## src/rtl/fifo_burst_reader.sv

```systemverilog
// Read-side controller for a show-ahead FIFO. Drains it into a valid/ready stream as bursts of up to BURST_LEN beats.
// Define FIFO_RD_TIMEOUT_EN to force a short burst after TIMEOUT idle cycles with words stranded below threshold.
module fifo_burst_reader #(
   parameter int DATA_W    = 128,
   parameter int BURST_LEN = 8,
   parameter int TIMEOUT   = 64
) (
   input  logic              clk,
   input  logic              rst,
   input  logic              fifo_empty,
   input  logic              fifo_alm_empty,
   input  logic [DATA_W-1:0] fifo_rddata,
   output logic              fifo_rden,
   input  logic              i_flush,
   output logic              m_valid,
   output logic [DATA_W-1:0] m_data,
   output logic              m_last,
   input  logic              m_ready,
   output logic              o_busy,
   output logic [1:0]        o_dbg_state
);

   // Stream handshake: a beat transfers on a clock edge where m_valid & m_ready;
   // while m_valid & !m_ready, m_data/m_last/m_valid hold their values.

   localparam int            CW        = $clog2(BURST_LEN + 1);
   localparam logic [CW-1:0] BURST_MAX = CW'(BURST_LEN);

   typedef enum logic [1:0] {
      IDLE = 2'd0,
      XFER = 2'd1,
      LAST = 2'd2
   } state_e;

   state_e              state_q, state_d;
   logic [CW-1:0]       pop_cnt_q, pop_cnt_d;
   logic                hold_vld_q, hold_vld_d;
   logic [DATA_W-1:0]   hold_data_q, hold_data_d;
   logic                m_valid_q, m_valid_d;
   logic [DATA_W-1:0]   m_data_q, m_data_d;
   logic                m_last_q, m_last_d;
   logic                flush_pend_q, flush_pend_d;

   logic out_free, can_pop, pop, end_cond, move, start, timeout_hit;

   assign out_free = !m_valid_q | m_ready;
   assign can_pop  = (state_q == XFER) & !fifo_empty & (pop_cnt_q < BURST_MAX);
   assign end_cond = hold_vld_q & ((pop_cnt_q == BURST_MAX) | (fifo_empty & (state_q == XFER)));
   // A held word only advances when its slot is refilled or it closes the burst.
   assign move     = hold_vld_q & out_free & (can_pop | end_cond);
   assign pop      = can_pop & (!hold_vld_q | out_free);
   assign start    = (state_q == IDLE) & !fifo_empty & (!fifo_alm_empty | flush_pend_q | timeout_hit);

`ifdef FIFO_RD_TIMEOUT_EN
   localparam int            TW     = $clog2(TIMEOUT + 1);
   localparam logic [TW-1:0] TO_MAX = TW'(TIMEOUT);

   logic [TW-1:0] idle_cnt_q, idle_cnt_d;
   logic          idle_wait;

   assign idle_wait   = (state_q == IDLE) & !fifo_empty & fifo_alm_empty & !flush_pend_q;
   assign timeout_hit = (idle_cnt_q == TO_MAX);

   always_comb begin
      idle_cnt_d = '0;
      if (idle_wait && !start) begin
         idle_cnt_d = (idle_cnt_q == TO_MAX) ? idle_cnt_q : idle_cnt_q + 1'b1;
      end
   end

   always_ff @(posedge clk) begin
      if (rst) idle_cnt_q <= '0;
      else     idle_cnt_q <= idle_cnt_d;
   end
`else
   // Timeout compiled out: this term is constant zero.
   assign timeout_hit = (TIMEOUT < 0);
`endif

   always_comb begin
      state_d      = state_q;
      pop_cnt_d    = pop_cnt_q;
      hold_vld_d   = hold_vld_q;
      hold_data_d  = hold_data_q;
      m_valid_d    = m_valid_q;
      m_data_d     = m_data_q;
      m_last_d     = m_last_q;
      flush_pend_d = flush_pend_q | i_flush;

      case (state_q)
         IDLE: begin
            // A flush arriving in the entry cycle is served by this burst.
            if (start) begin
               state_d      = XFER;
               pop_cnt_d    = '0;
               flush_pend_d = 1'b0;
            end
         end
         XFER: begin
            if (pop)             pop_cnt_d = pop_cnt_q + 1'b1;
            if (move && end_cond) state_d  = LAST;
         end
         LAST: begin
            if (out_free) state_d = IDLE;
         end
         default: state_d = IDLE;
      endcase

      if (pop) begin
         hold_vld_d  = 1'b1;
         hold_data_d = fifo_rddata;
      end else if (move) begin
         hold_vld_d  = 1'b0;
      end

      if (move) begin
         m_valid_d = 1'b1;
         m_data_d  = hold_data_q;
         m_last_d  = end_cond;
      end else if (m_ready) begin
         m_valid_d = 1'b0;
      end
   end

   always_ff @(posedge clk) begin
      if (rst) begin
         state_q      <= IDLE;
         pop_cnt_q    <= '0;
         hold_vld_q   <= 1'b0;
         hold_data_q  <= '0;
         m_valid_q    <= 1'b0;
         m_data_q     <= '0;
         m_last_q     <= 1'b0;
         flush_pend_q <= 1'b0;
      end else begin
         state_q      <= state_d;
         pop_cnt_q    <= pop_cnt_d;
         hold_vld_q   <= hold_vld_d;
         hold_data_q  <= hold_data_d;
         m_valid_q    <= m_valid_d;
         m_data_q     <= m_data_d;
         m_last_q     <= m_last_d;
         flush_pend_q <= flush_pend_d;
      end
   end

   assign fifo_rden   = pop & !rst;
   assign m_valid     = m_valid_q;
   assign m_data      = m_data_q;
   assign m_last      = m_last_q;
   assign o_busy      = (state_q != IDLE) | hold_vld_q | m_valid_q;
   assign o_dbg_state = state_q;

endmodule
```

## config.mk

```make
export PLATFORM = sky130hd
export DESIGN_NAME = fifo_burst_reader
export DESIGN_NICKNAME = d
export VERILOG_FILES = /design/src/rtl/fifo_burst_reader.sv
export SDC_FILE = /design/constraint.sdc
export NUM_CORES = 1
export LEC_CHECK = 0
export BUFFER_PORTS_ARGS = -buffer_cell sky130_fd_sc_hd__buf_4
export CORE_MARGIN = 2
export CORE_UTILIZATION = 52
export CTS_CLUSTER_SIZE = 24
export DETAILED_ROUTE_END_ITERATION = 6
export GPL_ROUTABILITY_DRIVEN = 1
export PLACE_DENSITY = 0.84
export SLEW_MARGIN = 25
export SYNTH_ARGS = -nofsm -noshare
export SYNTH_HDL_FRONTEND = slang
export SYNTH_SLANG_ARGS = --single-unit
```

## constraint.sdc

```tcl
create_clock -name clk -period 2.1 [get_ports clk]
set_input_delay 0.105 -clock clk [delete_from_list [all_inputs] [get_ports clk]]
set_output_delay 0.105 -clock clk [all_outputs]
set_load 0.02 [all_outputs]
```

==> results.tsv <==
metric	value	unit
die_area	20000	um^2
cts_root_buffer	clkbuf_16	
grt_use_met3	5.37	%
skew	0.0163	ns
num_vias	9475	
viasPerCell	5.30	
p_int	8.47	mW
clock_sinks	266	
die_x	142	um
synthTopCellsByArea	dfxtp_1, nand2_1, mux2i_1	
first_pass_iters	6	
io_pins	268	
grtUsageMet1	33.7	%
startpoint_type	flop	
crit_path_end_kind	output port	
top_usage_layer	met2	
post-dp-hpwl	15.2	mm
place_area	12100	um^2
syn-cell-area	9840	um^2
path_class	flop to output port	
crit_required	2.00	ns
synth_top_flop_cell	dfxtp_1	
clock_latency	0.51	ns
synthDistinctLibCells	29	
status	complete, no violations	
cts_tree	yes	
final_area	14400	um^2
coreArea	18600	um^2
tns	0	ns
hold_class	input port to flop	
grt_max_degree	140	
overflow	0	
critPathMaxStageDelay	0.52	ns
slew_headroom	55.7	%
hold_slack	0.0765	ns
gp_congestion	0.836	
power_density	760	nW/um^2
seqPwrFrac	47.5	%
swShare	22.6	%
clkSlewWorstSetupHoldPaths	0.06	ns
synth_top_area_share	54.1	%
synthTopCellsByCount	nand2_1, dfxtp_1, a21oi_1	
grt_usage	28.8	%
port_buffers	267	
leakagePower	5.54	nW
postRouteWirelength	30.0	mm
worstPathArrival	1.95	ns
drive_above_1_share	22.3	%
worstPathMaxFanout	3	
drtIter0Drc	679	
path_cells	or4b_4 -> a21o_4 -> buf_16 -> nor2_2 -> buf_4	
min_period	2.05	ns
async_reset_ff_share	0	%
gr-usage-met2	51.2	%
setup_viol	0	
switchingPower	2.47	mW
grt_antenna_before_repair	1	
synth_edf_count	0	
fp-row-count	50	
cts_buffers	27	
drv_cap	0	
grt_pass1_vias	9603	
postSynthAreaPerCell	8.44	um^2
tightestPinTransition	0.664	ns
wl_per_cell	16.8	um
syn_to_final_growth	46.5	%
drtAntennaViolNets	0	
crit_slowest_cell	or4b_4	
grt_pass1_wl	47.3	mm
netlist_instances	1166	
cts_max_level	1	
ys_ff_latch	266	
initial_core_util	52.8	%
fmax	0.488	GHz
synth.most_common_cell	nand2_1	
hold_viol_final	0	
n_fill_cell	1110	
final.period_utilization	97.7	%
die_h	142	um
yosysTopAreaCell	dfxtp_1	
drt_drc_violations_left	0	
nets	1667	
syn-num-nets	1302	
comb_power_share	8.8	%
maxSlewViolCount	0	
synth_warnings	0	
ir_drop	0.000768	V
multi_input_area	4140	um^2
yosysSeqAreaShare	54.1	%
power.clock.fraction	43.7	%
regArea	5330	um^2
post-route-util	77.3	%
power	10.9	mW
clock_path_buffers	3	
state kept, by name, summed over array words and instances, names as in the netlist:
| register | cells |
|---|---|
| hold_data_q | 128 |
| flush_pend_q | 1 |
| m_data | 128 |
| m_last | 1 |
| o_dbg_state | 2 |
| m_valid | 1 |
| pop_cnt_q | 4 |
| hold_vld_q | 1 |
power groups by stage:
stage          registers, mW  logic (mW)  clock network [mW]
2_1_floorplan           5.31       0.364                   0
3_3_place_gp            5.31       0.680                   0
3_5_place_dp            5.31       0.690                   0
4_1_cts                 5.20       0.928                4.83
5_1_grt                 5.21        1.03                5.06
6_report                5.20       0.961                4.78
path summary, 6_finish.rpt:
| kind | endpoint | startpoint | slack, ns | depth (start not counted) |
|---|---|---|---|---|
| worst min register to register | m_data[108] | hold_data_q[108] | 0.45 | 2 |
| worst max-delay path | fifo_rden | o_dbg_state[1] | 0.05 | 5 |
| worst max register to register | hold_data_q[40] | o_dbg_state[1] | 0.11 | 6 |
| worst min-delay path | hold_vld_q | fifo_empty | 0.08 | 4 |
stage by stage:
step	worst slack, ns	cells
final	0.0491	1788
after global routing	-0.00904	1785
after CTS	0.0274	1784
after detailed placement	0.223	1597
after global placement	0.262	1597
after floorplan	0.256	1166
timing repair:
action / 4_1_cts / 5_1_grt
endpoints found under the hold margin: 130 / 0
cloned: 2 / 0
setup buffers: 6 / 1
pin swaps: 1 / 0
hold buffers: 131 / 0
gates resized for setup: 5 / 3
setup endpoints to repair: 1 / 6
area by class of cell:
| class | count | share of cell area, % |
|---|---|---|
| Clock buffer | 40 | 5.72 |
| Sequential cell | 266 | 37.0 |
| Timing Repair Buffer | 422 | 25.7 |
| Tap cell | 234 | 2.03 |
| Inverter | 5 | 0.165 |
| Antenna cell | 4 | 0.0695 |
| Clock inverter | 8 | 0.547 |
| Multi-Input combinational cell | 809 | 28.8 |
logic make-up after synthesis:
family | Yosys count | share of synthesized area, %
AO/OA/AOI/OAI | 145 | 7.67
XOR/XNOR | 1 | 0.0891
adder cells (fa/ha/maj) | 2 | 0.254
buffers and inverters | 91 | 4.05
flip-flops | 266 | 54.1
multiplexers | 128 | 13.0
AND/OR/NAND/NOR | 533 | 20.8
worst max-delay path: cells and delay by family (launching register included):
kind | cells | cell delay (ns)
flip-flops | 1 | 0.34
AND/OR/NAND/NOR | 2 | 0.59
AO/OA/AOI/OAI | 1 | 0.22
buffers and inverters | 2 | 0.28
per-layer routing:
layer / wire (um) / up-vias
li1: - / 4492
met1: 11400 / 4469
met2: 15400 / 406
met3: 1900 / 108
met4: 1330 / 0
met5: 0 / -
layout by cell type, fill, tap and decap left out, types with 2 or more instances in the layout:
master,n
dfxtp_1,264
ha_1,2
o21ai_0,3
clkbuf_1,3
and3b_1,2
nand2_1,515
a21oi_1,133
mux2i_1,128
inv_1,4
clkbuf_8,10
bufbuf_16,2
buf_12,11
nand2b_1,3
clkbuf_16,27
dlygate4sd3_1,131
buf_4,277
dfxtp_4,2
nor3_1,3
diode_2,4
nor2b_2,2
clkinv_2,5
nor2_1,3
Power figures use the tool's default switching activity.
